**config.mk**
```make
export PLATFORM = sky130hd
export DESIGN_NAME = wb_stage
export DESIGN_NICKNAME = d
export VERILOG_FILES = /design/src/rtl/rv32i_pkg.sv /design/src/rtl/regfile.sv /design/src/rtl/wb_stage.sv
export SDC_FILE = /design/constraint.sdc
export NUM_CORES = 2
export LEC_CHECK = 0
export BUFFER_PORTS_ARGS = -buffer_cell sky130_fd_sc_hd__buf_2
export CAP_MARGIN = 20
export CORE_MARGIN = 3
export CORE_UTILIZATION = 30
export CTS_CLUSTER_SIZE = 10
export DETAILED_ROUTE_END_ITERATION = 7
export PLACE_DENSITY_LB_ADDON = 0.25
export SETUP_SLACK_MARGIN = 0.05
export SYNTH_ARGS = -nofsm -noshare
export SYNTH_HDL_FRONTEND = slang
export SYNTH_SLANG_ARGS = --single-unit
```
**constraint.sdc**
```tcl
create_clock -name clk -period 4.1 [get_ports clk]
set_clock_uncertainty 0.1 [all_clocks]
set_input_delay 0.205 -clock clk [delete_from_list [all_inputs] [get_ports clk]]
set_output_delay 0.205 -clock clk [all_outputs]
set_load 0.01 [all_outputs]
```
**src/rtl/rv32i_pkg.sv**
```systemverilog
// Shared RV32I definitions: major opcodes and the destination-write predicate.
package rv32i_pkg;

  localparam logic [6:0] OPC_LOAD    = 7'b0000011;
  localparam logic [6:0] OPC_STORE   = 7'b0100011;
  localparam logic [6:0] OPC_JAL     = 7'b1101111;
  localparam logic [6:0] OPC_JALR    = 7'b1100111;
  localparam logic [6:0] OPC_LUI     = 7'b0110111;
  localparam logic [6:0] OPC_AUIPC   = 7'b0010111;
  localparam logic [6:0] OPC_OP      = 7'b0110011;
  localparam logic [6:0] OPC_OPIMM   = 7'b0010011;
  localparam logic [6:0] OPC_BRANCH  = 7'b1100011;
  localparam logic [6:0] OPC_SYSTEM  = 7'b1110011;
  localparam logic [6:0] OPC_MISCMEM = 7'b0001111;

  function automatic logic writes_rd(input logic [6:0] opcode);
    logic w;
    case (opcode)
      OPC_LOAD, OPC_JAL, OPC_JALR, OPC_LUI,
      OPC_AUIPC, OPC_OP, OPC_OPIMM:                      w = 1'b1;
      OPC_STORE, OPC_BRANCH, OPC_SYSTEM, OPC_MISCMEM:    w = 1'b0;
      default:                                           w = 1'b0;
    endcase
    return w;
  endfunction

endpackage

```
**src/rtl/regfile.sv**
```systemverilog
// 31x32 integer register file (x0 hardwired to zero) with one write port and
// two read ports that bypass the in-flight write.
module regfile #(
  parameter int unsigned Width = 32
) (
  input  logic             clk,
  input  logic             rst_n,
  input  logic             we,
  input  logic [4:0]       waddr,
  input  logic [Width-1:0] wdata,
  input  logic [4:0]       raddr1,
  input  logic [4:0]       raddr2,
  output logic [Width-1:0] rdata1,
  output logic [Width-1:0] rdata2
);

  logic [Width-1:0] regs [31:1];

  always_ff @(posedge clk or negedge rst_n) begin
    if (!rst_n) begin
      for (int i = 1; i < 32; i++) regs[i] <= '0;
    end else if (we && waddr != 5'd0) begin
      regs[waddr] <= wdata;
    end
  end

  always_comb begin
    rdata1 = '0;
    if (raddr1 != 5'd0) begin
      rdata1 = (we && raddr1 == waddr) ? wdata : regs[raddr1];
    end
  end

  always_comb begin
    rdata2 = '0;
    if (raddr2 != 5'd0) begin
      rdata2 = (we && raddr2 == waddr) ? wdata : regs[raddr2];
    end
  end

endmodule

```
**src/rtl/wb_stage.sv**
```systemverilog
// RV32I write-back stage: selects the result by opcode, commits it to the
// register file, publishes a one-cycle forwarding record and counts retirements.
module wb_stage
  import rv32i_pkg::*;
#(
  parameter int unsigned XLEN      = 32,
  parameter int unsigned INSTRET_W = 64
) (
  input  logic                 clk,
  input  logic                 rst_n,
  input  logic                 valid_from_mem,
  input  logic                 stall,
  input  logic [XLEN-1:0]      pc_from_mem,
  input  logic [4:0]           rd_from_mem,
  input  logic [6:0]           opcode_from_mem,
  input  logic [XLEN-1:0]      c_from_mem,
  input  logic [XLEN-1:0]      d_from_mem,
  input  logic [4:0]           rs1_addr,
  input  logic [4:0]           rs2_addr,
  output logic [XLEN-1:0]      rs1_data,
  output logic [XLEN-1:0]      rs2_data,
  output logic                 fwd_valid,
  output logic [4:0]           fwd_rd,
  output logic [XLEN-1:0]      fwd_data,
  output logic [INSTRET_W-1:0] instret
);

  logic            commit;
  logic            we;
  logic [XLEN-1:0] wb_value;

  assign commit = valid_from_mem & ~stall;
  assign we     = commit & writes_rd(opcode_from_mem) & (rd_from_mem != 5'd0);

  // Link address wraps naturally at 2^32.
  always_comb begin
    wb_value = c_from_mem;
    case (opcode_from_mem)
      OPC_LOAD:          wb_value = d_from_mem;
      OPC_JAL, OPC_JALR: wb_value = pc_from_mem + XLEN'(4);
      default:           wb_value = c_from_mem;
    endcase
  end

  regfile #(
    .Width (XLEN)
  ) u_regfile (
    .clk    (clk),
    .rst_n  (rst_n),
    .we     (we),
    .waddr  (rd_from_mem),
    .wdata  (wb_value),
    .raddr1 (rs1_addr),
    .raddr2 (rs2_addr),
    .rdata1 (rs1_data),
    .rdata2 (rs2_data)
  );

  always_ff @(posedge clk or negedge rst_n) begin
    if (!rst_n) begin
      fwd_valid <= 1'b0;
      fwd_rd    <= 5'd0;
      fwd_data  <= '0;
      instret   <= '0;
    end else begin
      fwd_valid <= we;
      fwd_rd    <= we ? rd_from_mem : 5'd0;
      fwd_data  <= we ? wb_value : '0;
      if (commit) instret <= instret + INSTRET_W'(1);
    end
  end

endmodule
```
==> results.md <==
- Status: finished with violations
- Failing checks: hold timing
- Post-synth EDFFs: 0
- Worst r2r src: instret[3]
- Fin Setup TNS: 0 ps
- Clock-pin slew of the registers on the worst-case setup and hold paths: 60 ps
- Asr flop ratio synth: 1.00
- Avg Inst Size Synth: roughly 10 um2
- DR iter-0 viols: between 4000 and 5000
- RePlAce Congestion: 0.934
- Proportion of layout cells with a drive suffix above 1: 0.208
- Worst Path Buf+Inv: 6
- Design Power: about 26 mW
- Crit-path max cell delay: between 600 and 700 ps
- Hold Crit Class: in2reg
- Critical path depth: 11
- Crit path required time: roughly 3800 ps
- Worst IR Drop VDD: just under 0.3 mV
- Hpwl dp: ~150 mm
- Fmax: 0.258 GHz
- Count leader, synth: nor2_1
- Hold endpoint: fwd_data[12]
- Min Tclk post-route: between 3000 and 4000 ps
- Placed cells: 8000
- Switching share of power: 0.274
- Critical path's slowest cell: dlygate4sd3_1
- Die Area: about 200000 um2
- CTS Buf Count: approximately 140
- Drt pass-1 iters: 7
- Pint: around 19 mW
- Routed length per instance: between 20 and 30 um
- Crit path DAT: 3570 ps
- Comb pwr share: 0.120
- Largest net degree at the start of global routing: between 100 and 150
- Crit end category: output port
- Postcts setup bufs: 0
- Rel. slew slack: 0.222
- Row cnt: about 160
- Top delay family on crit path: buffers and inverters
- Gr usage total: 0.240
- R2R depth: 6
- PD cells: 381 nW/um2
- Root Buffer: clkbuf_16
- H-tree lvl count: 4
- Flops & latches, synth: about 1100
- Chip width: 443 um
- Via density: ~5.7
- First-pass GRT wire length: roughly 340 mm
- Tcrit/Tclk final: 0.945
- CTS Sinks: around 1100
- Post-Syn Area: between 50000 and 60000 um2
- Hold_sp: c_from_mem[12]
- Clk pwr share: 0.438
- Hold depth: 4
- CTS max path bufs: 3
- MaxCap Viol Count: 0
- WS Path Type: in2out
- Setup repair after global routing missed its margin: false
- Commonest cells post-synth: nor2_1 (1136), dfrtp_1 (1094), a21oi_1 (1059)
- Buffers on Ports: about 290
- Largest area contributor in the synthesized netlist: dfrtp_1
- Sequential share of the synthesized area: 0.479
- Leading post-synthesis cells by cell area: dfrtp_1 (48%), mux4_2 (12%), a21oi_1 (9.3%)
- Worst path cell trace: buf_2 > or3_1 > nor2_4 > buf_6 > a22o_1 > dlygate4sd3_1 > a21oi_2 > dlygate4sd3_1 > buf_4 > a21oi_1 > buf_2
- Worst R2R End: instret[60]
- Ys flop type: dfrtp_1
- Cells after Synth: 5538
- Vias: 47000
- Fin. Hold Viols: 1
- Crit path max fanout: 30
- Final wirelength: approximately 240 mm
- Initial Util: 0.303
- Post-route design area: roughly 67000 um2
- DRC: 0
- Fin nets: between 5000 and 6000
- Placed Area: between 60000 and 70000 um2
- Initial antenna violation count: 14
- CTS tree: built
- Hold slack: -0.648 ps
- Pleak: around 30 nW
- Ys Warns: 0
- Post-synth top area share: 0.479
- Fin. max-slew vios: 0
- Worst-Skew Late Latency: about 770 ps
- Fill cells: between 15000 and 20000
- Number of global-route vias before repair: ~46000
- Worst R2R Setup Slack: 1080 ps
- Finished Layout Cells: between 8000 and 9000
- Post-synth cell types: between 60 and 70
- Slew @ Worst Pin: between 1000 and 1500 ps
- Startpoint types: input pin
- # setup viols final: 0
- DRT antenna net count: 0
- Die Ht: between 400 and 500 um
- Syn Nets: roughly 5700
- I/O pin count: 288
- Register share of total power: 0.442
- Core ar.: about 190000 um2
- Global route overflow: 0
- Sw Pwr: 7.01 mW
- Layout area overhead: 17.4%
registers in the layout, indices dropped and copies added (netlist names):
register and flops:
fwd_data 32, u_regfile.regs 992, fwd_valid 1, instret 64, fwd_rd 5
per-layer routing:
layer / vias up / GRT usage / part of all wire
met5: - / 0 / 0.00017
met4: 2 / 0.112 / 0.051
met3: 491 / 0.0517 / 0.081
met2: 2171 / 0.378 / 0.46
met1: 23900 / 0.315 / 0.41
li1: 20400 / - / -
timing repair:
action	4_1_cts	5_1_grt
gates resized for setup	0	1
hold endpoints to repair	392	0
setup endpoints to repair	0	1
hold buffers	55	0
kinds of logic after synthesis:
kind of cell    after synthesis  synth area share
compound gates             1615             0.166
buf+inv                     562            0.0434
xor+xnor                     97            0.0149
flops                      1094             0.479
simple gates               1509             0.111
fa+ha+maj                     2          0.000438
mux                         659             0.185
power by group through the flow:
| stage | Sequential [mW] | Clock [mW] | Combinational (mW) |
|---|---|---|---|
| global placement | 11.5 | 0 | 2.98 |
| finish | 11.3 | 11.2 | 3.07 |
| global route | 11.3 | 11.9 | 3.25 |
| detailed placement | 11.5 | 0 | 3.00 |
| CTS | 11.3 | 11.4 | 3.07 |
| floorplan | 11.4 | 0 | 1.57 |
final cells by class:
class	count	area, um2	share of cell area
Multi-Input combinational cell	3882	27900	0.416
Sequential cell	1094	27400	0.408
Timing Repair Buffer	570	4680	0.0698
Clock buffer	175	3740	0.0558
Tap cell	2495	3120	0.0465
Clock inverter	19	191	0.00285
Inverter	14	53.8	0.000802
Antenna cell	11	27.5	0.000410
worst min-delay path, cell delays in order:
cell and delay, ps:
buf_2 70, a22o_1 200, a21oi_4 150, nor2_1 180
cells in the final DEF (no fill, tap or decap), types with 9 or more instances in the layout:
cell type,instances
a221oi_1,104
and3_1,21
a21oi_4,19
mux2i_1,263
mux4_2,311
dlygate4sd3_1,54
o21ai_0,138
nor2_1,1128
a221o_1,73
clkbuf_16,140
xnor2_1,60
a22oi_1,35
a311oi_1,9
o22ai_1,56
a22o_1,20
a221oi_4,9
clkinv_2,9
dfrtp_1,1094
nor2_4,36
diode_2,11
nand2_1,105
nand4_1,27
buf_12,74
o31ai_1,31
nand3_1,50
nor3_1,55
o211ai_1,27
buf_4,157
inv_1,9
buf_2,279
clkbuf_8,11
a21oi_1,1039
mux2_2,85
clkbuf_1,24
o31a_1,10
xor2_1,37
nor4_1,14
per-stage QoR:
step,util,setup WS (ps)
after floorplan,-,1730
after CTS,0.356,76.9
after global routing,0.356,136
final,0.356,224
after detailed placement,0.332,481
after global placement,0.332,387
worst max-delay path by stage:
| stage | startpoint | endpoint |
|---|---|---|
| after floorplan | rs1_addr[0] | rs1_data[1] |
| after global placement | rs1_addr[1] | rs1_data[2] |
| after detailed placement | rs1_addr[1] | rs1_data[2] |
| after CTS | opcode_from_mem[4] | rs1_data[28] |
| after global routing | rd_from_mem[3] | rs1_data[2] |
| final | opcode_from_mem[4] | rs1_data[28] |
Power figures use the tool's default switching activity.
